$ cat src/rtl/rr_priority_arbiter.sv
// rr_priority_arbiter
//   Registered arbiter for WIDTH requesters. Selectable fixed (bit 0
//   highest) or round-robin priority. The current owner keeps the grant
//   while it requests. If others are waiting, the owner is rotated out
//   after MAX_HOLD cycles of ownership. MAX_HOLD = 0 disables rotation.
//
// Ports
//   clk          rising-edge clock
//   rst_n        asynchronous active-low reset
//   req          request vector, bit i = requester i
//   rr_en        1 = round-robin priority, 0 = fixed priority
//   grant        registered one-hot grant, or all-zero
//   grant_valid  OR of grant
//   grant_id     binary index of the granted bit, 0 when idle
module rr_priority_arbiter #(
    parameter int WIDTH    = 4,
    parameter int MAX_HOLD = 8,
    parameter int ID_W     = $clog2(WIDTH)
) (
    input  logic             clk,
    input  logic             rst_n,
    input  logic [WIDTH-1:0] req,
    input  logic             rr_en,
    output logic [WIDTH-1:0] grant,
    output logic             grant_valid,
    output logic [ID_W-1:0]  grant_id
);

    localparam int          HC_W     = (MAX_HOLD > 0) ? $clog2(MAX_HOLD + 1) : 1;
    localparam int unsigned WU       = WIDTH;
    localparam logic [HC_W-1:0]  HOLD_MAX = HC_W'(MAX_HOLD);
    localparam logic [WIDTH-1:0] ONE      = WIDTH'(1);

    typedef enum logic {
        S_IDLE,
        S_OWNED
    } state_t;

    state_t           r_state;
    logic [WIDTH-1:0] r_grant;
    logic [ID_W-1:0]  r_id;
    logic [ID_W-1:0]  r_ptr;
    logic [HC_W-1:0]  r_hold;

    state_t           w_nxt_state;
    logic [WIDTH-1:0] w_nxt_grant;
    logic [ID_W-1:0]  w_nxt_id;
    logic [ID_W-1:0]  w_nxt_ptr;
    logic [HC_W-1:0]  w_nxt_hold;

    logic [WIDTH-1:0] w_cand;
    logic             w_fix_any;
    logic [ID_W-1:0]  w_fix_idx;
    logic             w_rr_any;
    logic [ID_W-1:0]  w_rr_idx;
    logic [ID_W-1:0]  w_win_idx;
    logic             w_owner_req;
    logic             w_decide;

    // Candidates are always the requesters other than the current owner.
    // In IDLE the grant is zero, so this is plain req. On a release the
    // owner's bit is already low. On a forced rotation the owner must be
    // excluded.
    always_comb begin
        w_cand    = req & ~r_grant;
        w_fix_any = 1'b0;
        w_fix_idx = '0;
        for (int unsigned i = 0; i < WU; i++) begin
            if (!w_fix_any && w_cand[ID_W'(i)]) begin
                w_fix_any = 1'b1;
                w_fix_idx = ID_W'(i);
            end
        end
        // Round-robin search starts just after the last winner and wraps.
        w_rr_any = 1'b0;
        w_rr_idx = '0;
        for (int unsigned k = 1; k <= WU; k++) begin
            if (!w_rr_any && w_cand[ID_W'((32'(r_ptr) + k) % WU)]) begin
                w_rr_any = 1'b1;
                w_rr_idx = ID_W'((32'(r_ptr) + k) % WU);
            end
        end
        w_win_idx = rr_en ? w_rr_idx : w_fix_idx;
    end

    always_comb begin
        w_nxt_state = r_state;
        w_nxt_grant = r_grant;
        w_nxt_id    = r_id;
        w_nxt_ptr   = r_ptr;
        w_nxt_hold  = r_hold;
        w_decide    = 1'b0;
        w_owner_req = |(req & r_grant);
        case (r_state)
            S_IDLE: begin
                if (|req) w_decide = 1'b1;
            end
            S_OWNED: begin
                if (!w_owner_req) begin
                    if (|w_cand) begin
                        w_decide = 1'b1;
                    end else begin
                        w_nxt_state = S_IDLE;
                        w_nxt_grant = '0;
                        w_nxt_id    = '0;
                        w_nxt_hold  = '0;
                    end
                end else if (MAX_HOLD != 0 && r_hold == HOLD_MAX && |w_cand) begin
                    w_decide = 1'b1;
                end else if (MAX_HOLD != 0 && r_hold != HOLD_MAX) begin
                    w_nxt_hold = r_hold + HC_W'(1);
                end
            end
            default: begin
                w_nxt_state = S_IDLE;
                w_nxt_grant = '0;
                w_nxt_id    = '0;
            end
        endcase
        if (w_decide) begin
            w_nxt_state = S_OWNED;
            w_nxt_grant = ONE << w_win_idx;
            w_nxt_id    = w_win_idx;
            w_nxt_ptr   = w_win_idx;
            w_nxt_hold  = HC_W'(1);
        end
    end

    always_ff @(posedge clk or negedge rst_n) begin
        if (!rst_n) begin
            r_state <= S_IDLE;
            r_grant <= '0;
            r_id    <= '0;
            r_ptr   <= ID_W'(WIDTH - 1);
            r_hold  <= '0;
        end else begin
            r_state <= w_nxt_state;
            r_grant <= w_nxt_grant;
            r_id    <= w_nxt_id;
            r_ptr   <= w_nxt_ptr;
            r_hold  <= w_nxt_hold;
        end
    end

    assign grant       = r_grant;
    assign grant_valid = |r_grant;
    assign grant_id    = r_id;

endmodule
$ cat config.mk
export PLATFORM = sky130hd
export DESIGN_NAME = rr_priority_arbiter
export DESIGN_NICKNAME = d
export VERILOG_FILES = /design/src/rtl/rr_priority_arbiter.sv
export SDC_FILE = /design/constraint.sdc
export NUM_CORES = 1
export LEC_CHECK = 0
export ABC_AREA = 1
export CAP_MARGIN = 20
export CORE_UTILIZATION = 58
export DETAILED_ROUTE_END_ITERATION = 7
export GPL_ROUTABILITY_DRIVEN = 0
export HOLD_SLACK_MARGIN = 0.1
export MAX_ROUTING_LAYER = met4
export PLACE_DENSITY = 0.82
export SLEW_MARGIN = 20
export SYNTH_ARGS = -nofsm -noshare
export SYNTH_HDL_FRONTEND = slang
export SYNTH_SLANG_ARGS = --single-unit
export TNS_END_PERCENT = 100
$ cat constraint.sdc
create_clock -name clk -period 4.27 [get_ports clk]
set_input_delay 1.281 -clock clk [delete_from_list [all_inputs] [get_ports clk]]
set_output_delay 1.281 -clock clk [all_outputs]
set_load 0.02 [all_outputs]
-- Yosys cells after proc, flatten, opt, wreduce, memory -nomap -nowiden
Index checks and enable logic that the tools add are counted.
- flip-flop bits (word level): 13
- word-level logic and storage cells: 89
- input port bits: 7
- muxes and demuxes: 43
- bitwise gates (word level): 4
- reductions and logical operators: 20
- magnitude comparators: 4
- equality and inequality tests: 7
- $add $sub $neg: 5
- shift operators: 1
- operators with widths (cell ; count):
    $mux W4 ; 9
    $mux W2 ; 11
    $mux W1 ; 18
    $reduce_or A4 Y1 ; 4
    $lt A2 B3 Y1 const B ; 4
    $and A4 B4 Y4 ; 2
    $bmux W1 S2 ; 4
    $logic_and A1 B1 Y1 ; 7
    $logic_not A1 Y1 ; 6
    $ne A3 B3 Y1 const B ; 2
    $add A2 B1 Y2 const B ; 2
    $add A2 B2 Y2 const B ; 2
    $add A4 B1 Y4 const B ; 1
    $eq A4 B4 Y1 const B ; 1
    $ne A4 B4 Y1 const B ; 1
    $not A4 Y4 ; 1
    $reduce_and A4 Y1 ; 1
    $shl A1 B2 Y4 const A ; 1
    $ne A3 B1 Y1 const B ; 1
    $reduce_and A3 Y1 ; 1
    $ne A2 B1 Y1 const B ; 1
    $ne A2 B2 Y1 const B ; 1
    $pmux W1 S2 ; 1
    $reduce_bool A2 Y1 ; 1
    $not A1 Y1 ; 1

-- Depth between registers and ports, before layout
Gate-level depths: netlist (run 1).
- depth after elaboration: 17
- mapped depth: 14
- mapped depth without buffers: 13

-- Worst setup path after synthesis (run 1)
No wires, ideal clock.
- path kind: input to register
- start: in req[0]
- end: reg r_hold[0]
- stages: 12
- data required time: 4.153 ns
- path slack: 2.011 ns
- setup time: 0.117 ns
- buffers on the path: 0
- arrival time: 2.142 ns
- path through: inv_1 -> nor2_1 -> inv_1 -> nand2_1 -> nor2_2 -> inv_1 -> nand2_1 -> nand3_1 -> o21ai_2 -> inv_1 -> nand2_1 -> nand2_1
- word-level cells in the longest chain between the ends: 8
- elaborated cells between the ends (all ways): 19
- those cells by class: eq/ne: 3; mux: 8; bitwise: 2; reduce/logical: 6
- RTL lines (element ; RTL line ; text):
    start, declared ; 22 ; input logic [WIDTH-1:0] req,
    $and A4 B4 Y4 ; 65 ; w_cand = req & ~r_grant;
    $reduce_or A4 Y1 ; 100, 108 ;
    $logic_and A1 B1 Y1 ; 108 ; end else if (MAX_HOLD != 0 && r_hold == HOLD_MAX && |w_cand) begin
    $mux W1 ; 108 ;
    $mux W1 ; 99 ; if (!w_owner_req) begin
    $pmux W1 S2 ; 94 ; case (r_state)
    $ne A3 B1 Y1 (no source line), or another cell as far along ; n/a ;
    $reduce_and A4 Y1 (no source line) ; n/a ;
    end signal, assigned ; 141 ; r_hold <= w_nxt_hold;
    end, declared ; 43 ; logic [HC_W-1:0] r_hold;
Several ways; a longest one is shown, not always the timed one. The select of a mux whose other input is x is not followed.
A chain may end at the register's enable or synchronous reset.

-- Final worst setup path (run 1)
- start: reg r_grant[0] (netlist: grant[0])
- end: out grant_valid
- word-level cells in the longest chain between the ends: 1
- RTL lines (element ; RTL line ; text):
    start, declared ; 40 ; logic [WIDTH-1:0] r_grant;
    start signal, assigned ; 138 ; r_grant <= w_nxt_grant;
    $reduce_or A4 Y1 ; 146 ; assign grant_valid = |r_grant;
    end, declared ; 25 ; output logic grant_valid,
No other way between the ends.

==> flow_metrics.env, run 1 <==
export IMPL_cp_cell_sequence="inv_1 -> nand4_1 -> clkdlybuf4s50_1"
export IMPL_syn_nets=169
export IMPL_post_cts_setup_buffers=0
export IMPL_async_reset_ff_share_pct=100
export IMPL_grt_pass1_wl_um=4140
export IMPL_slew_headroom_pct=59.2
export IMPL_grt_overflow=0
export IMPL_maxCapViolCount=0
export IMPL_antennaDiodeCount=0
export IMPL_die_w_um=45.3
export IMPL_hold_class="reg2reg"
export IMPL_hold_viol=0
export IMPL_path_clk_slew_ps=90
export IMPL_tightest_slew_ps=611
export IMPL_syn_area_per_cell_um2=6.80
export IMPL_max_freq_mhz=359
export IMPL_dpl_hpwl_um=1910
export IMPL_drc_errors=0
export IMPL_die_area_um2=2050
export IMPL_critPathLaunchType="flop"
export IMPL_ios=14
export IMPL_setup_viol=0
export IMPL_cts_tree="done"
export IMPL_io_buffers=13
export IMPL_synth_edf_count=0
export IMPL_die_h_um=45.3
export IMPL_synth_flop_cell="dfrtp_1"
export IMPL_crit_arrival_ps=1510
export IMPL_final_max_slew_violation_count=0
export IMPL_antenna_found_initial=0
export IMPL_clock_sink_count=13
export IMPL_clock_skew_ps=8.44
export IMPL_routed_wire_length_per_instance_um=11.9
export IMPL_period_share_pct=65.3
export IMPL_whs_ps=491
export IMPL_num_vias=1041
export IMPL_ys_seq_elements=13
export IMPL_core_region_area_um2=1750
export IMPL_cts_max_level=1
export IMPL_cts_root_buf="clkbuf_4"
export IMPL_cts_made_buffers=3
export IMPL_initial_core_util_pct=62.3
export IMPL_drtIter0Drc=25
export IMPL_critPathKind="reg2out"
export IMPL_end_kind="primary output"
export IMPL_fin_util_pct=71.8
export IMPL_critPathSlowestCell="clkdlybuf4s50_1"
export IMPL_run_status="completed"
export IMPL_cellLeakagePower_nw=0.647
export IMPL_synth_cell_types=26
export IMPL_rsz0062_at_grt="false"
export IMPL_clk_latency_ps=280
export IMPL_syn_area_um2=1090
export IMPL_fin_nets=185
export IMPL_irDropWorstVdd_uv=468
export IMPL_crit_fanout=4
export IMPL_drive_gt1_share_pct=20.6
export IMPL_syn_inst=160
export IMPL_row_count=15
export IMPL_ys_warn_count=0
export IMPL_area_growth_pct=15.3
export IMPL_drt_pass1_iter_count=4
export IMPL_grt_max_degree=14
export IMPL_routed_via_density=5.21
export IMPL_holdBufCountCts=0
export IMPL_cts_repair_resized=0
export IMPL_cts_path_max_buffers=2
export IMPL_grt_total_usage_pct=28.8
export IMPL_finalSetupTns_ps=0
export IMPL_ant_nets=0
export IMPL_seq_area_frac_synth_pct=30.1
export IMPL_grt_pass1_vias=983
export IMPL_critPathRequiredTime_ps=2990
export IMPL_fin_crit_ps=2790
export IMPL_drt_total_wl_um=2370
export IMPL_cpPeakStageDelay_ps=600
export IMPL_fillers=156
export IMPL_power_density_nw_per_um2=728
[layer usage]
metal | wire length (um) | track usage [%]
met3 | 133 | 3.60
met4 | 47 | 13.3
met2 | 1130 | 44.3
met1 | 1070 | 37.6
met5 | 0 | -
[cell usage after synthesis, types with 3 or more instances]
cell	count	area share (%)
nand3_2	5	4.6
nand4_1	3	1.7
nand3_1	23	11
o21ai_0	4	1.8
inv_1	20	6.9
dfrtp_1	11	25
nand2_2	10	5.8
o21ai_2	3	2.4
inv_2	4	1.4
nand2_1	49	17
nor2_1	5	1.7
[area by class of cell]
| cell class | instances | area, um^2 | area share [%] |
|---|---|---|---|
| clock buffer | 3 | 22.5 | 1.80 |
| clock inverter | 1 | 5.00 | 0.399 |
| inverter | 26 | 108 | 8.58 |
| multi-input combinational | 119 | 629 | 50.2 |
| sequential | 13 | 328 | 26.1 |
| tap | 25 | 31.3 | 2.50 |
| timing repair buffer | 13 | 130 | 10.4 |
[path summary, 6_finish.rpt]
kind	startpoint	end	slack, ps	cells after the start
max	grant[0]$_DFFE_PN0P_	grant_valid	1480	3
min	grant_id[0]$_DFFE_PN0P_	grant_id[0]$_DFFE_PN0P_	490	2
max reg2reg	r_ptr[0]$_DFFE_PN1P_	grant_id[0]$_DFFE_PN0P_	2490	11
min reg2reg	grant_id[0]$_DFFE_PN0P_	grant_id[0]$_DFFE_PN0P_	490	2
max in group asynchronous	rst_n	grant[1]$_DFFE_PN0P_	2490	1
min in group asynchronous	rst_n	r_hold[2]$_DFFE_PN0P_	1380	1
[worst max-delay path, delay by kind of cell, from the launching register on]
family | cells | cell delay, ps
buffers and inverters | 2 | 700
AND/OR/NAND/NOR | 1 | 110
flip-flops | 1 | 420
[cell families (layout without fill, tap and decap cells)]
group,Yosys count,count (layout),synth area share (%)
xor gates and xnor gates,2,2,1.61
and+or+nand+nor,102,102,46.6
DFF,13,13,30.1
adders and majority gates,2,2,2.30
buffers and inverters,28,43,12.0
AOI/OAI and AO/OA,13,13,7.37
[state kept, by name (all words and copies together) (netlist names)]
register,count
grant,4
r_hold,4
grant_id,2
r_state,1
r_ptr,2
[power by group]
| group | total, mW | switching, mW | internal (mW) |
|---|---|---|---|
| clock | 0.0767 | 0.0419 | 0.0348 |
| combinational | 0.597 | 0.381 | 0.216 |
| sequential | 0.239 | 0.0634 | 0.176 |
| total | 0.912 | 0.486 | 0.426 |
[through the flow]
| step | worst slack, ps | instances | total power [mW] | instance area (um^2) |
|---|---|---|---|---|
| 3_5_place_dp | 1340 | 196 | 0.833 | 1230 |
| 5_1_grt | 1420 | 200 | 0.994 | 1250 |
| 2_1_floorplan | 2010 | 160 | 0.691 | 1090 |
| 3_3_place_gp | 1400 | 196 | 0.810 | 1230 |
| 6_report | 1480 | 200 | 0.912 | 1250 |
| 4_1_cts | 1480 | 200 | 0.915 | 1250 |
[cells in the final DEF (no fill, tap or decap)]
master / n
nand2_1: 49
clkdlybuf4s50_1: 13
inv_8: 1
o22ai_1: 2
inv_4: 1
nor3_1: 1
nand3b_2: 1
or2_2: 1
a21oi_1: 2
o21ai_1: 1
nand3_1: 23
nor2_1: 5
dfstp_2: 2
ha_1: 2
inv_2: 4
o21ai_0: 4
nand2_4: 2
clkinv_2: 1
a31oi_1: 1
nand2_2: 10
inv_1: 20
o21ai_2: 3
xor2_1: 2
dfrtp_1: 11
nor2_2: 2
nand4_1: 3
nand3_2: 5
clkbuf_4: 3
Note: power is estimated with default switching activity, not from simulation.
==> run 2: changes to the inputs <==
- CORE_UTILIZATION: 58 -> 54
- PLACE_DENSITY: 0.82 -> 0.77
- clock period: 4.27 -> 2.93 ns (I/O delays scaled with it)
==> run 2 against run 1 <==
  * Count of clock-buffer cells in the layout stayed put
  * Largest power group unchanged
  * Flip-flop and latch count is the same
  * Die area rose by 7.1%
==> flow_metrics.env, run 2 (synthesis results as in run 1) <==
export IMPL_p_comb_share_pct=65.2
export IMPL_p_sw_share_pct=53.6
export IMPL_irDropWorstVdd_uv=748
export IMPL_tightest_slew_ps=583
export IMPL_area_growth_pct=15.3
export IMPL_cpPeakStageDelay_ps=600
export IMPL_drt_pass1_iter_count=5
export IMPL_fin_nets=185
export IMPL_min_delay_path_depth=2
export IMPL_ff2ff_setup_slack_ps=1160
export IMPL_crit_arrival_ps=1550
export IMPL_critPathRequiredTime_ps=2050
export IMPL_crit_fanout=4
export IMPL_critPathSlowestCell="clkdlybuf4s50_1"
export IMPL_cts_path_max_buffers=2
export IMPL_cts_max_level=1
export IMPL_die_h_um=46.9
export IMPL_final_max_slew_violation_count=0
export IMPL_rsz0062_at_grt="false"
export IMPL_drtIter0Drc=37
export IMPL_clock_sink_count=13
export IMPL_max_freq_mhz=411
export IMPL_power_density_nw_per_um2=1070
export IMPL_cp_cell_sequence="inv_1 -> nand4_1 -> clkdlybuf4s50_1"
export IMPL_post_cts_setup_buffers=0
export IMPL_setup_viol=0
export IMPL_p_switching_mw=0.716
export IMPL_finalSetupTns_ps=0
export IMPL_hp_start="grant_id[0]$_DFFE_PN0P_"
export IMPL_initial_core_util_pct=60.3
export IMPL_dpl_hpwl_um=1930
export IMPL_power_frac_clock_pct=8.5
export IMPL_final_cell_mix="49 x nand2_1, 23 x nand3_1, 20 x inv_1"
export IMPL_ff2ff_path_depth=11
export IMPL_io_buffers=13
export IMPL_path_clk_slew_ps=90
export IMPL_hold_class="reg2reg"
export IMPL_p_int_mw=0.620
export IMPL_drc_errors=0
export IMPL_period_share_pct=83.0
export IMPL_seq_power_share_pct=26.3
export IMPL_grt_pass1_wl_um=3820
export IMPL_antenna_found_initial=0
export IMPL_holdBufCountCts=0
export IMPL_clock_skew_ps=7.61
export IMPL_ant_nets=0
export IMPL_grt_max_degree=14
export IMPL_routed_wire_length_per_instance_um=12.2
export IMPL_antennaDiodeCount=0
export IMPL_ios=14
export IMPL_routed_via_density=5.29
export IMPL_hold_viol=0
export IMPL_drt_total_wl_um=2440
export IMPL_die_area_um2=2200
export IMPL_drive_gt1_share_pct=20.6
export IMPL_grt_total_usage_pct=25.6
export IMPL_cts_repair_resized=0
export IMPL_cellLeakagePower_nw=0.647
export IMPL_run_status="completed"
export IMPL_core_region_area_um2=1800
export IMPL_maxCapViolCount=0
export IMPL_fin_crit_ps=2430
export IMPL_critPathKind="reg2out"
export IMPL_die_w_um=46.9
export IMPL_final_common_cell="nand2_1"
export IMPL_rr_startpoint="r_ptr[0]$_DFFE_PN1P_"
export IMPL_grt_overflow=0
export IMPL_num_vias=1058
export IMPL_cts_made_buffers=3
export IMPL_critical_path_buf_inv_count=2
export IMPL_min_to="grant_id[0]$_DFFE_PN0P_"
export IMPL_grt_pass1_vias=895
export IMPL_reg2reg_to="grant[1]$_DFFE_PN0P_"
export IMPL_slew_headroom_pct=61.0
export IMPL_end_kind="primary output"
export IMPL_cp_top_family="buffers and inverters"
export IMPL_critPathLaunchType="flop"
export IMPL_row_count=15
export IMPL_fin_util_pct=69.6
export IMPL_clk_latency_ps=280
export IMPL_cts_tree="done"
export IMPL_cts_root_buf="clkbuf_4"
run 2: metal layers:
layer / share of wire, % / global-route usage, %
met4: 0 / 2.29
met5: 0 / -
met3: 7.0 / 6.92
met2: 44 / 37.8
met1: 49 / 36.4
run 2: stage by stage:
step	hold WS [ps]	worst slack (ps)	cell area, um^2	total power [mW]	std cells
after global routing	519	427	1250	1.46	200
after detailed placement	477	403	1230	1.22	196
final	505	499	1250	1.34	200
after floorplan	484	1070	1090	1.01	160
after CTS	505	505	1250	1.33	200
after global placement	493	438	1230	1.19	196
run 2: worst max path at each step:
stage                               startpoint                    end  slack (ps)  cells after the start
after global placement                  req[0]   grant[0]$_DFFE_PN0P_         440                     12
after global routing      grant[1]$_DFFE_PN0P_            grant_valid         430                      3
after CTS                 grant[1]$_DFFE_PN0P_            grant_valid         500                      3
after detailed placement                req[2]  r_hold[0]$_DFFE_PN0P_         400                     12
after floorplan                         req[0]  r_hold[0]$_DFFE_PN0P_        1070                     12
final                     grant[1]$_DFFE_PN0P_            grant_valid         500                      3
run 2: worst register-to-register path: stages (launching register included):
cell	delay [ps]
dfstp_2	690
nand3_1	210
nand3_2	130
nand2_2	90
nand2_1	80
nand2_1	40
nand3_1	90
nand2_1	60
nand2_1	60
nand2_2	80
nand3_1	70
nand2_1	60
run 2: power groups by stage:
stage | Combinational [mW] | Sequential (mW) | Clock (mW)
finish | 0.871 | 0.351 | 0.114
detailed placement | 0.867 | 0.352 | 0
floorplan | 0.674 | 0.334 | 0
global route | 0.979 | 0.359 | 0.124
global placement | 0.840 | 0.349 | 0
CTS | 0.870 | 0.350 | 0.114
run 2: final cells by class:
class	count	area, um^2
multi-input cells	119	629
clock buffers	3	22.5
fillers	163	548
repair buffers	13	130
clock inverters	1	5.00
well taps	25	31.3
flip-flops and latches	13	328
inverters	26	108
==> run 3: changes to the inputs <==
- CORE_UTILIZATION: 54 -> 49
- PLACE_DENSITY: 0.77 -> 0.74
- clock period: 2.93 -> 2.2 ns (I/O delays scaled with it)
==> run 3 against run 2 <==
  * Sequential power grew 30%
  * Power grew 37%
  * Non-clock buffer count grew 8
  * Flip-flop and latch count is the same
  * Hold slack lost 18 ps
  * Routed wire length grew 0.70%
==> flow_metrics.env, run 3 (synthesis results as in run 1) <==
export IMPL_antennaDiodeCount=0
export IMPL_rsz0062_at_grt="false"
export IMPL_finalPower_mw=1.82
export IMPL_initial_core_util_pct=53.8
export IMPL_critPathLaunchType="flop"
export IMPL_hold_viol=0
export IMPL_crit_arrival_ps=1460
export IMPL_grt_pass1_wl_um=4350
export IMPL_multi_input_area_um2=637
export IMPL_grt_pass1_vias=1016
export IMPL_routed_via_density=5.16
export IMPL_row_count=16
export IMPL_cts_path_max_buffers=2
export IMPL_path_clk_slew_ps=80
export IMPL_drt_total_wl_um=2450
export IMPL_max_freq_mhz=472
export IMPL_hold_class="reg2reg"
export IMPL_fin_util_pct=65.5
export IMPL_p_int_mw=0.873
export IMPL_final_cell_mix="48 x nand2_1, 22 x nand3_1, 20 x inv_1"
export IMPL_clock_sink_count=13
export IMPL_ant_nets=0
export IMPL_critical_path_buf_inv_count=2
export IMPL_core_region_area_um2=2020
export IMPL_final_common_cell="nand2_1"
export IMPL_setup_viol=0
export IMPL_drc_errors=0
export IMPL_critPathKind="reg2out"
export IMPL_final_max_slew_violation_count=0
export IMPL_clk_latency_ps=270
export IMPL_cellLeakagePower_nw=0.694
export IMPL_postPlaceCellArea_um2=1290
export IMPL_end_kind="primary output"
export IMPL_run_status="completed"
export IMPL_grt_max_degree=14
export IMPL_fillers=189
export IMPL_routed_wire_length_per_instance_um=11.7
export IMPL_die_area_um2=2410
export IMPL_area_growth_pct=21.9
export IMPL_period_share_pct=96.3
export IMPL_p_switching_mw=0.951
export IMPL_power_density_nw_per_um2=1380
export IMPL_die_h_um=49.1
export IMPL_critPathSlowestCell="clkdlybuf4s50_1"
export IMPL_holdBufCountCts=0
export IMPL_seq_power_share_pct=24.9
export IMPL_clock_skew_ps=1.87
export IMPL_critPathRequiredTime_ps=1540
export IMPL_irDropWorstVdd_uv=859
export IMPL_ff2ff_setup_slack_ps=410
export IMPL_die_w_um=49.1
export IMPL_p_comb_share_pct=67.0
export IMPL_cp_top_family="buffers and inverters"
export IMPL_dpl_hpwl_um=1910
export IMPL_post_cts_setup_buffers=0
export IMPL_antenna_found_initial=0
export IMPL_maxCapViolCount=0
export IMPL_cts_root_buf="clkbuf_4"
export IMPL_power_frac_clock_pct=8.0
export IMPL_cp_cell_sequence="inv_2 -> nand4_1 -> clkdlybuf4s50_1"
export IMPL_tightest_slew_ps=584
export IMPL_cts_tree="done"
export IMPL_drt_pass1_iter_count=5
export IMPL_cts_max_level=1
export IMPL_fin_nets=193
export IMPL_cpPeakStageDelay_ps=600
export IMPL_io_buffers=13
export IMPL_crit_fanout=4
export IMPL_ios=14
export IMPL_grt_total_usage_pct=23.5
export IMPL_drtIter0Drc=18
export IMPL_fin_crit_ps=2120
export IMPL_slew_headroom_pct=60.9
export IMPL_drive_gt1_share_pct=24.6
export IMPL_seq_area_um2=328
export IMPL_fin_area_um2=1330
export IMPL_grt_overflow=0
export IMPL_num_vias=1084
export IMPL_cts_made_buffers=3
export IMPL_p_sw_share_pct=52.2
## run 3: final cells by class
cell class              count  area share [%]
flip-flops and latches     13            24.7
inverters                  26            8.12
well taps                  27            2.55
multi-input cells         119            48.1
repair buffers             21            14.5
clock buffers               4            1.98
## run 3: path summary, 6_finish.rpt
path | from | endpoint | cells past startpoint
worst min register to register | grant_id[0]$_DFFE_PN0P_ | grant_id[0]$_DFFE_PN0P_ | 2
worst max-delay path | grant[3]$_DFFE_PN0P_ | grant_valid | 3
max in group asynchronous | rst_n | grant[1]$_DFFE_PN0P_ | 1
worst max register to register | r_ptr[0]$_DFFE_PN1P_ | grant[1]$_DFFE_PN0P_ | 11
worst min-delay path | grant_id[0]$_DFFE_PN0P_ | grant_id[0]$_DFFE_PN0P_ | 2
min in group asynchronous | rst_n | r_hold[1]$_DFFE_PN0P_ | 1
## run 3: repair_timing
action,CTS,global route
gates resized for setup,0,3
endpoints found under the hold margin,0,0
setup endpoints to repair,0,5
## run 3: power groups by stage
stage | combinational (mW) | sequential (mW) | clock (mW)
2_1_floorplan | 0.897 | 0.444 | 0
3_5_place_dp | 1.20 | 0.455 | 0
5_1_grt | 1.38 | 0.463 | 0.157
4_1_cts | 1.21 | 0.452 | 0.151
3_3_place_gp | 1.18 | 0.451 | 0
6_report | 1.22 | 0.455 | 0.147
## run 3: worst register-to-register path, stage by stage, from the launching register on
cell and delay [ps]:
dfstp_2 690, nand3_1 210, nand3_2 120, nand2_2 90, nand2_1 80, nand2_1 50
nand3_1 90, nand2_1 60, nand2_1 60, nand2_2 70, nand3_1 90, nand2_1 50
## run 3: layer usage
layer | share of wire [%] | routed length (um) | vias to the layer above | global-route usage (%)
met5 | 0 | 0 | - | -
met1 | 50 | 1220 | 491 | 32.2
li1 | - | - | 561 | -
met3 | 3.5 | 87 | 2 | 1.25
met4 | 0.37 | 9 | 0 | 4.41
met2 | 46 | 1140 | 30 | 38.6
## run 3: per-stage QoR
| step | instances | worst slack [ps] | TNS, ps | hold slack, ps |
|---|---|---|---|---|
| final | 210 | 80.7 | 0 | 487 |
| after global routing | 210 | 26.3 | 0 | 529 |
| after CTS | 210 | 75.5 | 0 | 491 |
| after detailed placement | 206 | -146 | -1020 | 469 |
| after global placement | 206 | -101 | -546 | 464 |
| after floorplan | 160 | 562 | 0 | 364 |
